`config.mk`:
```
export PLATFORM = sky130hd
export DESIGN_NAME = evt_seq_driver
export DESIGN_NICKNAME = d
export VERILOG_FILES = /design/src/rtl/evt_drv_pkg.sv /design/src/rtl/evt_down_timer.sv /design/src/rtl/evt_seq_driver.sv
export SDC_FILE = /design/constraint.sdc
export NUM_CORES = 1
export LEC_CHECK = 0
export ABC_CLOCK_PERIOD_IN_PS = 5550
export BUFFER_PORTS_ARGS = -buffer_cell sky130_fd_sc_hd__buf_2
export CORE_MARGIN = 2
export CORE_UTILIZATION = 40
export DETAILED_ROUTE_END_ITERATION = 12
export SYNTH_ARGS = -nofsm -noshare
export SYNTH_HDL_FRONTEND = slang
export SYNTH_SLANG_ARGS = --single-unit
```
`constraint.sdc`:
```
create_clock -name i_clk -period 5.55 [get_ports i_clk]
set_input_delay 1.11 -clock i_clk [delete_from_list [all_inputs] [get_ports i_clk]]
set_output_delay 1.11 -clock i_clk [all_outputs]
set_load 0.02 [all_outputs]
```
`src/rtl/evt_drv_pkg.sv`:
```
`default_nettype none
// ============================================================================
// Package : evt_drv_pkg
// Desc    : Shared state encoding and error codes for the event/level driver.
// Rev     : 1.0  initial release
// ============================================================================
package evt_drv_pkg;

  typedef enum logic [2:0] {
    IDLE    = 3'd0,
    GAP1    = 3'd1,
    WAIT_HI = 3'd2,
    TOGGLE  = 3'd3,
    GAPN    = 3'd4,
    WAIT_LO = 3'd5,
    FIN     = 3'd6
  } evt_state_t;

  localparam logic [1:0] ERR_NONE    = 2'b00;
  localparam logic [1:0] ERR_NO_RISE = 2'b01;
  localparam logic [1:0] ERR_NO_FALL = 2'b10;

endpackage
`default_nettype wire

```
`src/rtl/evt_down_timer.sv`:
```
`default_nettype none
// ============================================================================
// Module : evt_down_timer
// Desc   : Loadable down-counter that saturates at zero, with current and
//          next-cycle zero flags.
// Rev    : 1.0  initial release
// ============================================================================
module evt_down_timer #(
  parameter int WIDTH = 8
) (
  input  logic             i_clk,
  input  logic             i_reset,
  input  logic             i_load,
  input  logic [WIDTH-1:0] i_val,
  input  logic             i_dec,
  output logic             o_zero,
  output logic             o_next_zero
);

  logic [WIDTH-1:0] r_cnt;
  logic [WIDTH-1:0] w_next;

  always_comb begin
    w_next = r_cnt;
    if (i_load) begin
      w_next = i_val;
    end else if (i_dec && (r_cnt != '0)) begin
      w_next = r_cnt - WIDTH'(1);
    end
  end

  always_ff @(posedge i_clk or posedge i_reset) begin
    if (i_reset) begin
      r_cnt <= '0;
    end else begin
      r_cnt <= w_next;
    end
  end

  assign o_zero      = (r_cnt == '0);
  assign o_next_zero = (w_next == '0);

endmodule
`default_nettype wire

```
`src/rtl/evt_seq_driver.sv`:
```
`default_nettype none
// ============================================================================
// Module : evt_seq_driver
// Desc   : Drives one foo strobe, toggles b, drives REP more strobes, and
//          checks that the consumer level a rises and then falls in time.
// Rev    : 1.0  initial release
// ============================================================================
module evt_seq_driver
  import evt_drv_pkg::*;
#(
  parameter int GAP_W   = 8,
  parameter int REP     = 2,
  parameter int TIMEOUT = 16
) (
  input  logic             i_clk,
  input  logic             i_reset,
  input  logic             i_start,
  input  logic [GAP_W-1:0] i_gap,
  input  logic             i_a,
  output logic             o_foo,
  output logic             o_b,
  output logic             o_busy,
  output logic             o_done,
  output logic             o_err,
  output logic [1:0]       o_err_code
);

  localparam int c_TO_W  = $clog2(TIMEOUT + 1);
  localparam int c_REP_W = $clog2(REP + 1);
  localparam logic [c_TO_W-1:0]  c_TO_LOAD  = c_TO_W'(TIMEOUT);
  localparam logic [c_REP_W-1:0] c_REP_LAST = c_REP_W'(REP - 1);

  evt_state_t         r_state;
  evt_state_t         w_state_nxt;
  logic [GAP_W-1:0]   r_gap;
  logic [GAP_W-1:0]   w_gap_val;
  logic [c_REP_W-1:0] r_strb_cnt;
  logic               r_foo;
  logic               r_b;
  logic               r_busy;
  logic               r_done;
  logic               r_err;
  logic [1:0]         r_err_code;

  logic       w_gap_load;
  logic       w_gap_dec;
  logic       w_gap_zero;
  logic       w_gap_nxt_zero;
  logic       w_to_load;
  logic       w_to_dec;
  logic       w_to_zero;
  logic       w_to_nxt_zero;
  logic       w_to_expire;
  logic       w_accept;
  logic       w_strb_clr;
  logic       w_strb_inc;
  logic       w_err_set;
  logic       w_toggle;
  logic       w_foo_nxt;
  logic [1:0] w_err_code_nxt;

  // Gap reloads after the first come from the value latched at start.
  assign w_gap_val = (r_state == IDLE) ? i_gap : r_gap;

  // Timeout is held at TIMEOUT throughout the gap states so it is full on
  // entry to either wait state, and counts down only while a is unresponsive.
  assign w_to_load   = (r_state == GAP1) || (r_state == GAPN);
  assign w_to_dec    = ((r_state == WAIT_HI) && !i_a) || ((r_state == WAIT_LO) && i_a);
  assign w_to_expire = w_to_dec && (w_to_zero || w_to_nxt_zero);

  evt_down_timer #(
    .WIDTH (GAP_W)
  ) u_gap_timer (
    .i_clk       (i_clk),
    .i_reset     (i_reset),
    .i_load      (w_gap_load),
    .i_val       (w_gap_val),
    .i_dec       (w_gap_dec),
    .o_zero      (w_gap_zero),
    .o_next_zero (w_gap_nxt_zero)
  );

  evt_down_timer #(
    .WIDTH (c_TO_W)
  ) u_to_timer (
    .i_clk       (i_clk),
    .i_reset     (i_reset),
    .i_load      (w_to_load),
    .i_val       (c_TO_LOAD),
    .i_dec       (w_to_dec),
    .o_zero      (w_to_zero),
    .o_next_zero (w_to_nxt_zero)
  );

  always_ff @(posedge i_clk or posedge i_reset) begin
    if (i_reset) begin
      r_state <= IDLE;
    end else begin
      r_state <= w_state_nxt;
    end
  end

  always_comb begin
    w_state_nxt    = r_state;
    w_accept       = 1'b0;
    w_gap_load     = 1'b0;
    w_gap_dec      = 1'b0;
    w_strb_clr     = 1'b0;
    w_strb_inc     = 1'b0;
    w_err_set      = 1'b0;
    w_toggle       = 1'b0;
    w_err_code_nxt = ERR_NONE;
    case (r_state)
      IDLE: begin
        if (i_start) begin
          w_accept    = 1'b1;
          w_gap_load  = 1'b1;
          w_state_nxt = GAP1;
        end
      end
      GAP1: begin
        if (w_gap_zero) begin
          w_state_nxt = WAIT_HI;
        end else begin
          w_gap_dec = 1'b1;
        end
      end
      WAIT_HI: begin
        if (i_a) begin
          w_toggle    = 1'b1;
          w_state_nxt = TOGGLE;
        end else if (w_to_expire) begin
          w_err_set      = 1'b1;
          w_err_code_nxt = ERR_NO_RISE;
          w_state_nxt    = FIN;
        end
      end
      TOGGLE: begin
        w_gap_load  = 1'b1;
        w_strb_clr  = 1'b1;
        w_state_nxt = GAPN;
      end
      GAPN: begin
        if (w_gap_zero) begin
          w_strb_inc = 1'b1;
          if (r_strb_cnt == c_REP_LAST) begin
            w_state_nxt = WAIT_LO;
          end else begin
            w_gap_load = 1'b1;
          end
        end else begin
          w_gap_dec = 1'b1;
        end
      end
      WAIT_LO: begin
        if (!i_a) begin
          w_state_nxt = FIN;
        end else if (w_to_expire) begin
          w_err_set      = 1'b1;
          w_err_code_nxt = ERR_NO_FALL;
          w_state_nxt    = FIN;
        end
      end
      FIN: begin
        w_state_nxt = IDLE;
      end
      default: begin
        w_state_nxt = IDLE;
      end
    endcase
  end

  // foo is registered, so it is raised on entry to the final cycle of a gap.
  assign w_foo_nxt = ((w_state_nxt == GAP1) || (w_state_nxt == GAPN)) && w_gap_nxt_zero;

  always_ff @(posedge i_clk or posedge i_reset) begin
    if (i_reset) begin
      r_foo      <= 1'b0;
      r_b        <= 1'b0;
      r_busy     <= 1'b0;
      r_done     <= 1'b0;
      r_err      <= 1'b0;
      r_err_code <= ERR_NONE;
      r_gap      <= '0;
      r_strb_cnt <= '0;
    end else begin
      r_foo  <= w_foo_nxt;
      r_busy <= (w_state_nxt != IDLE);
      r_done <= (w_state_nxt == FIN);
      if (w_toggle) begin
        r_b <= ~r_b;
      end
      if (w_accept) begin
        r_gap <= i_gap;
      end
      if (w_strb_clr) begin
        r_strb_cnt <= '0;
      end else if (w_strb_inc) begin
        r_strb_cnt <= r_strb_cnt + c_REP_W'(1);
      end
      if (w_accept) begin
        r_err      <= 1'b0;
        r_err_code <= ERR_NONE;
      end else if (w_err_set) begin
        r_err      <= 1'b1;
        r_err_code <= w_err_code_nxt;
      end
    end
  end

  assign o_foo      = r_foo;
  assign o_b        = r_b;
  assign o_busy     = r_busy;
  assign o_done     = r_done;
  assign o_err      = r_err;
  assign o_err_code = r_err_code;

endmodule
`default_nettype wire

```
# After elaboration in Yosys (flattened, before gate mapping)
# Cells that the tools add are included.
[op_classes]
n_addsub = 3
eq_ne = 9
bitwise = 1
mux = 40
reduce_logical = 22
[op_table]
columns = ["op", "n"]
rows = [
  ["2-to-1 mux 8 bit", 3],
  ["2-to-1 mux 3 bit", 7],
  ["2-to-1 mux 1 bit", 18],
  ["one-hot mux 3 bit (6 select lines)", 1],
  ["logical NOT 8 bit", 2],
  ["== test 3 bit (second input constant)", 4],
  ["2-to-1 mux 2 bit", 6],
  ["logical NOT 5 bit", 2],
  ["2-to-1 mux 5 bit", 2],
  ["nonzero test 8 bit", 1],
  ["subtractor 8 x 1 -> 8 bit (second input constant)", 1],
  ["== test 3 x 1 -> 1 bit (second input constant)", 2],
  ["== test 3 x 2 -> 1 bit (second input constant)", 2],
  ["logical AND 1 bit", 6],
  ["nonzero test 5 bit", 1],
  ["subtractor 5 x 1 -> 5 bit (second input constant)", 1],
  ["logical OR 1 bit", 4],
  ["one-hot mux 2 bit (2 select lines)", 1],
  ["nonzero test 2 bit", 2],
  ["logical NOT 3 bit", 1],
  ["one-hot mux 1 bit (3 select lines)", 1],
  ["nonzero test 3 bit", 1],
  ["adder 2 x 1 -> 2 bit (second input constant)", 1],
  ["== test 2 x 1 -> 1 bit (second input constant)", 1],
  ["4 further kinds", 4],
]
[totals]
word_cells = 86
inputBits = 12
register_bits = 33

# Logic depth before layout (Yosys ltp)
[depth]
ltp_word = 15
mapped_depth = 10
ltp_nobuf = 9

# Modules after synthesis
# A second synthesis with hierarchy kept.
[hier_totals]
cells_unflattened = 206
hier_area_um2 = 2083.2
[by_module_without_submodules]
columns = ["mod", "seq_area_each_um2", "cells_each", "instances", "area_each_um2"]
rows = [
  ["evt_seq_driver", 500.5, 105, 1, 1166.1],
  ["evt_down_timer (u_gap_timer)", 200.2, 63, 1, 578.1],
  ["evt_down_timer (u_to_timer)", 125.1, 38, 1, 339.1],
]

# Least setup slack after synthesis
# Ideal clock, no wire load.
[synth_path]
path_kind = "input-to-reg"
from = "input port i_a"
to = "register r_busy, in the netlist o_busy"
t_arrival_ns = 2.808
t_required_ns = 5.426
path_stages = 9
setup_slack_ns = 2.618
setup_time_ns = 0.124
cell_sequence = "buf_6 > and4b_1 > buf_2 > o211a_1 > a2111oi_4 > a31oi_1 > a21oi_1 > o21ai_1 > or2_1"
[synth_via]
elab_chain_cells = 13
elab_cells_between_ends = 15
classes_between = "mux: 6; reduce/logical: 9"
[synth_lines]
columns = ["item", "line", "source"]
rows = [
  ["start, declared", "evt_seq_driver.sv:19", "input logic i_a,"],
  ["logical NOT 1 bit", "n/a", ""],
  ["logical AND 1 bit", "evt_seq_driver.sv:68", "assign w_to_dec = ((r_state == WAIT_HI) && !i_a) || ((r_state == WAIT_LO) && i_a);"],
  ["logical OR 1 bit", "evt_seq_driver.sv:68", ""],
  ["logical AND 1 bit", "evt_down_timer.sv:27", "end else if (i_dec && (r_cnt != '0)) begin"],
  ["2-to-1 mux 5 bit", "evt_down_timer.sv:27", ""],
  ["2-to-1 mux 5 bit", "evt_down_timer.sv:25", "if (i_load) begin"],
  ["logical NOT 5 bit", "evt_down_timer.sv:41", "assign o_next_zero = (w_next == '0);"],
  ["logical OR 1 bit", "evt_seq_driver.sv:69", "assign w_to_expire = w_to_dec && (w_to_zero || w_to_nxt_zero);"],
  ["logical AND 1 bit", "evt_seq_driver.sv:69", ""],
  ["2-to-1 mux 3 bit", "evt_seq_driver.sv:132, evt_seq_driver.sv:158", ""],
  ["2-to-1 mux 3 bit (on tied branches)", "evt_seq_driver.sv:156, evt_seq_driver.sv:129", ""],
  ["one-hot mux 3 bit (6 select lines) *", "evt_seq_driver.sv:113", "case (r_state)"],
  ["named net w_state_nxt[0]", "evt_seq_driver.sv:34", "evt_state_t w_state_nxt;"],
  ["nonzero test 3 bit *", "evt_seq_driver.sv:188", "r_busy <= (w_state_nxt != IDLE);"],
  ["end signal, assigned", "evt_seq_driver.sv:188", ""],
  ["end, declared", "evt_seq_driver.sv:40", "logic r_busy;"],
]
# Mark *: on every way through the listed nets, which the timed path passes. The rest lies on a longest branch.
# A chain may end at the register's enable or synchronous reset.

# Final worst setup path
[layout_path]
from = "input port i_start"
to = "register r_foo, in the netlist o_foo"
[layout_via]
elab_chain_cells = 5
elab_cells_between_ends = 10
classes_between = "eq/ne: 2; mux: 5; reduce/logical: 3"
[layout_lines]
columns = ["item", "line", "source"]
rows = [
  ["start, declared", "evt_seq_driver.sv:17", "input logic i_start,"],
  ["2-to-1 mux 1 bit", "evt_seq_driver.sv:115", "if (i_start) begin"],
  ["one-hot mux 1 bit (3 select lines)", "evt_seq_driver.sv:113", ""],
  ["2-to-1 mux 8 bit", "evt_down_timer.sv:25", ""],
  ["named net u_gap_timer.w_next[1]", "evt_down_timer.sv:21", "logic [WIDTH-1:0] w_next;"],
  ["logical NOT 8 bit", "evt_down_timer.sv:41", ""],
  ["logical AND 1 bit", "evt_seq_driver.sv:174", "assign w_foo_nxt = ((w_state_nxt == GAP1) || (w_state_nxt == GAPN)) && w_gap_nxt_zero;"],
  ["named net w_foo_nxt", "evt_seq_driver.sv:59", "logic w_foo_nxt;"],
  ["end signal, assigned", "evt_seq_driver.sv:187", "r_foo <= w_foo_nxt;"],
  ["end, declared", "evt_seq_driver.sv:38", "logic r_foo;"],
]
# The timed path passes the listed nets, and every way through them passes these cells.

==> qor.txt <==
Setup violators final: 0
Delay-heaviest family, CP: simple AND/OR/NAND/NOR gates
Drt drc: 0
Vias: 1489
Worst Path Required: 5780 ps
Normalized max-slew margin: 47.45%
Overflow after GRT: 0
Seq/Total Area, Yosys: 39.95%
Clock sink count: 33
Cts repair resizes: 0
Ys flop type: dfrtp_1
Delay of the slowest critical-path stage: 450 ps
Die width: 75.89 µm
Critical Path Sink Type: register
Max clock buf depth: 2
Cts hold-fix bufs: 0
First-pass DRT Iterations: 4
Gpl congestion: 0.8184
Worst IR drop on VDD: 0.2457 mV
Yosys cell types: 56
Worst R2R Setup Slack: 2640 ps
CTS root buffer: clkbuf_8
HPWL after detailed placement: 2.849 mm
Startpoint class of the critical path: primary input
WL final: 4.011 mm
Post-Syn Instances: 203
Tot Pwr: 1.242 mW
TritonCTS buffer count: 5
Skew-Pair Late Insertion Delay: 290 ps
Post-synth ARST share: 100.0%
Non-filler cells in the finished layout: 290
Final min period: 3019 ps
Max_cap viols: 0
Warnings, synthesis: 0
Fin Setup TNS: 0 ps
Port bufs: 18
Worst R2R Start: r_state[1]
# diodes: 0
Final Hold Fails: 0
Worst hold slack: 475.6 ps
Core footprint: 5042 µm²
Vias per cell: 5.134
Synth area leaders: dfrtp_1 (40%), mux2i_1 (8.2%), mux2_2 (4.9%)
P_leak: 0.9951 nW
Avg WL per Cell: 13.83 µm
Clock-pin slew of the registers on the worst-case setup and hold paths: 70 ps
Cells after DPL: 282
Htree depth: 2
Mapped Nets: 218
WP buf/inv: 2
CTS tree: yes
Worst setup path end: o_foo
Syn avg cell area: 10.18 µm²
Status: finished clean
Pin count of the biggest net entering global routing: 34
Setup Skew: 5.899 ps
Worst Setup SP: i_start
Cell Pwr Density: 546.8 nW/µm²
Cells on worst reg2reg path: 8
Largest area contributor in the netlist: dfrtp_1
Initial DRC count: 99
I/O pin cnt: 19
WP data arrival: 3250 ps
Period utilization: 54.40%
Synthesized area: 2067 µm²
Global Route Usage Sum: 16.43%
Most instantiated library cell after synthesis: dfrtp_1
Vias in the first global route: 1516
Initial antenna violation count: 0
Number of synthesized register bits: 33
RSZ-0062 raised after global routing: no
Share of cells above drive strength 1: 21.36%
Most frequent cells after synthesis: dfrtp_1 (33), mux2i_1 (17), nor2_1 (17)
Worst R2R End: o_foo
Worst path cell trace: buf_2 > nor4b_2 > buf_4 > a31oi_1 > and2_1 > mux2_4 > nor4_2 > nand4b_1 > o21ba_1
Initial core utilization: 40.99%
Setup Crit Path Kind: primary input to register
Die H: 75.89 µm
Nets: 234
Synth top area share: 39.95%
Remaining antenna violation count: 0
CP max FO: 11
Stages on the worst setup path: 9
Slowest library cell on the worst path: and2_1
Area growth syn-to-layout: 9.927%
Max frequency: 331.2 MHz
Slew Viols, Final: 0
Transition time of the tightest slew-check pin: 788.3 ps
Row cnt: 26
Number of synthesized flops with an enable pin: 0
Die area: 5759 µm²
Setup Fix Bufs, Post-CTS: 0
First-pass GRT wire length: 7.031 mm
Hold crit path type: register to register
-- worst min-delay path by stage --
stage                   from        to  slack [ps]  cells past startpoint
detailed placement  r_gap[7]  r_gap[7]         470                      2
finish                   o_b       o_b         480                      1
CTS                      o_b       o_b         480                      1
floorplan           r_gap[7]  r_gap[7]         440                      2
global placement    r_gap[7]  r_gap[7]         460                      2
global route             o_b       o_b         510                      1
-- kinds of logic (layout without fill, tap and decap cells) --
family / after synthesis / in the layout / synth area share (%)
AND/OR/NAND/NOR: 74 / 74 / 21.85
AO/OA/AOI/OAI: 38 / 38 / 13.80
flip-flops: 33 / 33 / 39.95
multiplexers: 27 / 27 / 13.86
buffers and inverters: 21 / 38 / 5.387
XOR/XNOR: 7 / 7 / 3.329
adder cells (fa/ha/maj): 3 / 3 / 1.816
-- worst reg2reg max path, cell delays in order (launching register included) --
cell and delay (ps):
dfrtp_1 850, nor4b_2 120, buf_4 220, a31oi_1 180, and2_1 450, mux2_4 350
nor4_2 280, nand4b_1 160, o21ba_1 240
-- power breakdown --
| part | switching [mW] | internal (mW) |
|---|---|---|
| Clock | 0.0890 | 0.0892 |
| Combinational | 0.311 | 0.280 |
| Sequential | 0.135 | 0.338 |
| Total | 0.535 | 0.707 |
-- metrics by stage --
stage	worst slack (ps)	utilization, %	area (µm²)
CTS	2494	45.06	2272
finish	2531	45.06	2272
global route	2339	45.06	2272
floorplan	2618	-	2067
detailed placement	2203	43.47	2192
global placement	2218	43.47	2192
-- layout by cell type (no fill, tap or decap), types with 2 or more instances in the layout --
| cell type | n |
|---|---|
| o21ai_0 | 4 |
| clkbuf_1 | 3 |
| a211oi_1 | 3 |
| mux2i_1 | 17 |
| ha_1 | 3 |
| nor4b_1 | 2 |
| nor2_1 | 17 |
| o21ai_1 | 3 |
| a21oi_1 | 9 |
| inv_1 | 9 |
| nor3_1 | 4 |
| buf_2 | 18 |
| a21o_1 | 2 |
| buf_4 | 2 |
| nand2_1 | 16 |
| xnor2_1 | 6 |
| nor2b_1 | 5 |
| and2_1 | 3 |
| dfrtp_1 | 33 |
| mux2_2 | 9 |
| a31oi_1 | 3 |
| nor4_1 | 3 |
| nand2b_1 | 2 |
| nand3_1 | 3 |
| nand4_1 | 3 |
| nor4b_4 | 2 |
| clkbuf_8 | 5 |
-- area by class of cell --
class / instances / area (µm²)
clock buffer: 8 / 80.08
fill: 471 / 2770
inverter: 10 / 37.54
multi-input combinational: 149 / 1136
sequential: 33 / 825.8
tap: 70 / 87.58
timing repair buffer: 20 / 105.1
-- sequential cells by signal, summed over array words and instances (netlist names) --
register           count
o_b                    1
r_state                3
o_busy                 1
r_gap                  8
o_err_code             2
r_strb_cnt             2
o_foo                  1
o_err                  1
u_to_timer.r_cnt       5
o_done                 1
u_gap_timer.r_cnt      8
-- per-layer routing --
metal / GRT usage (%) / vias up / wire (µm)
li1: - / 763 / -
met1: 21.04 / 694 / 1874
met2: 26.92 / 26 / 1929
met3: 4.101 / 6 / 144
met4: 5.848 / 0 / 61
met5: 0 / - / 0
Power figures use the tool's default switching activity.
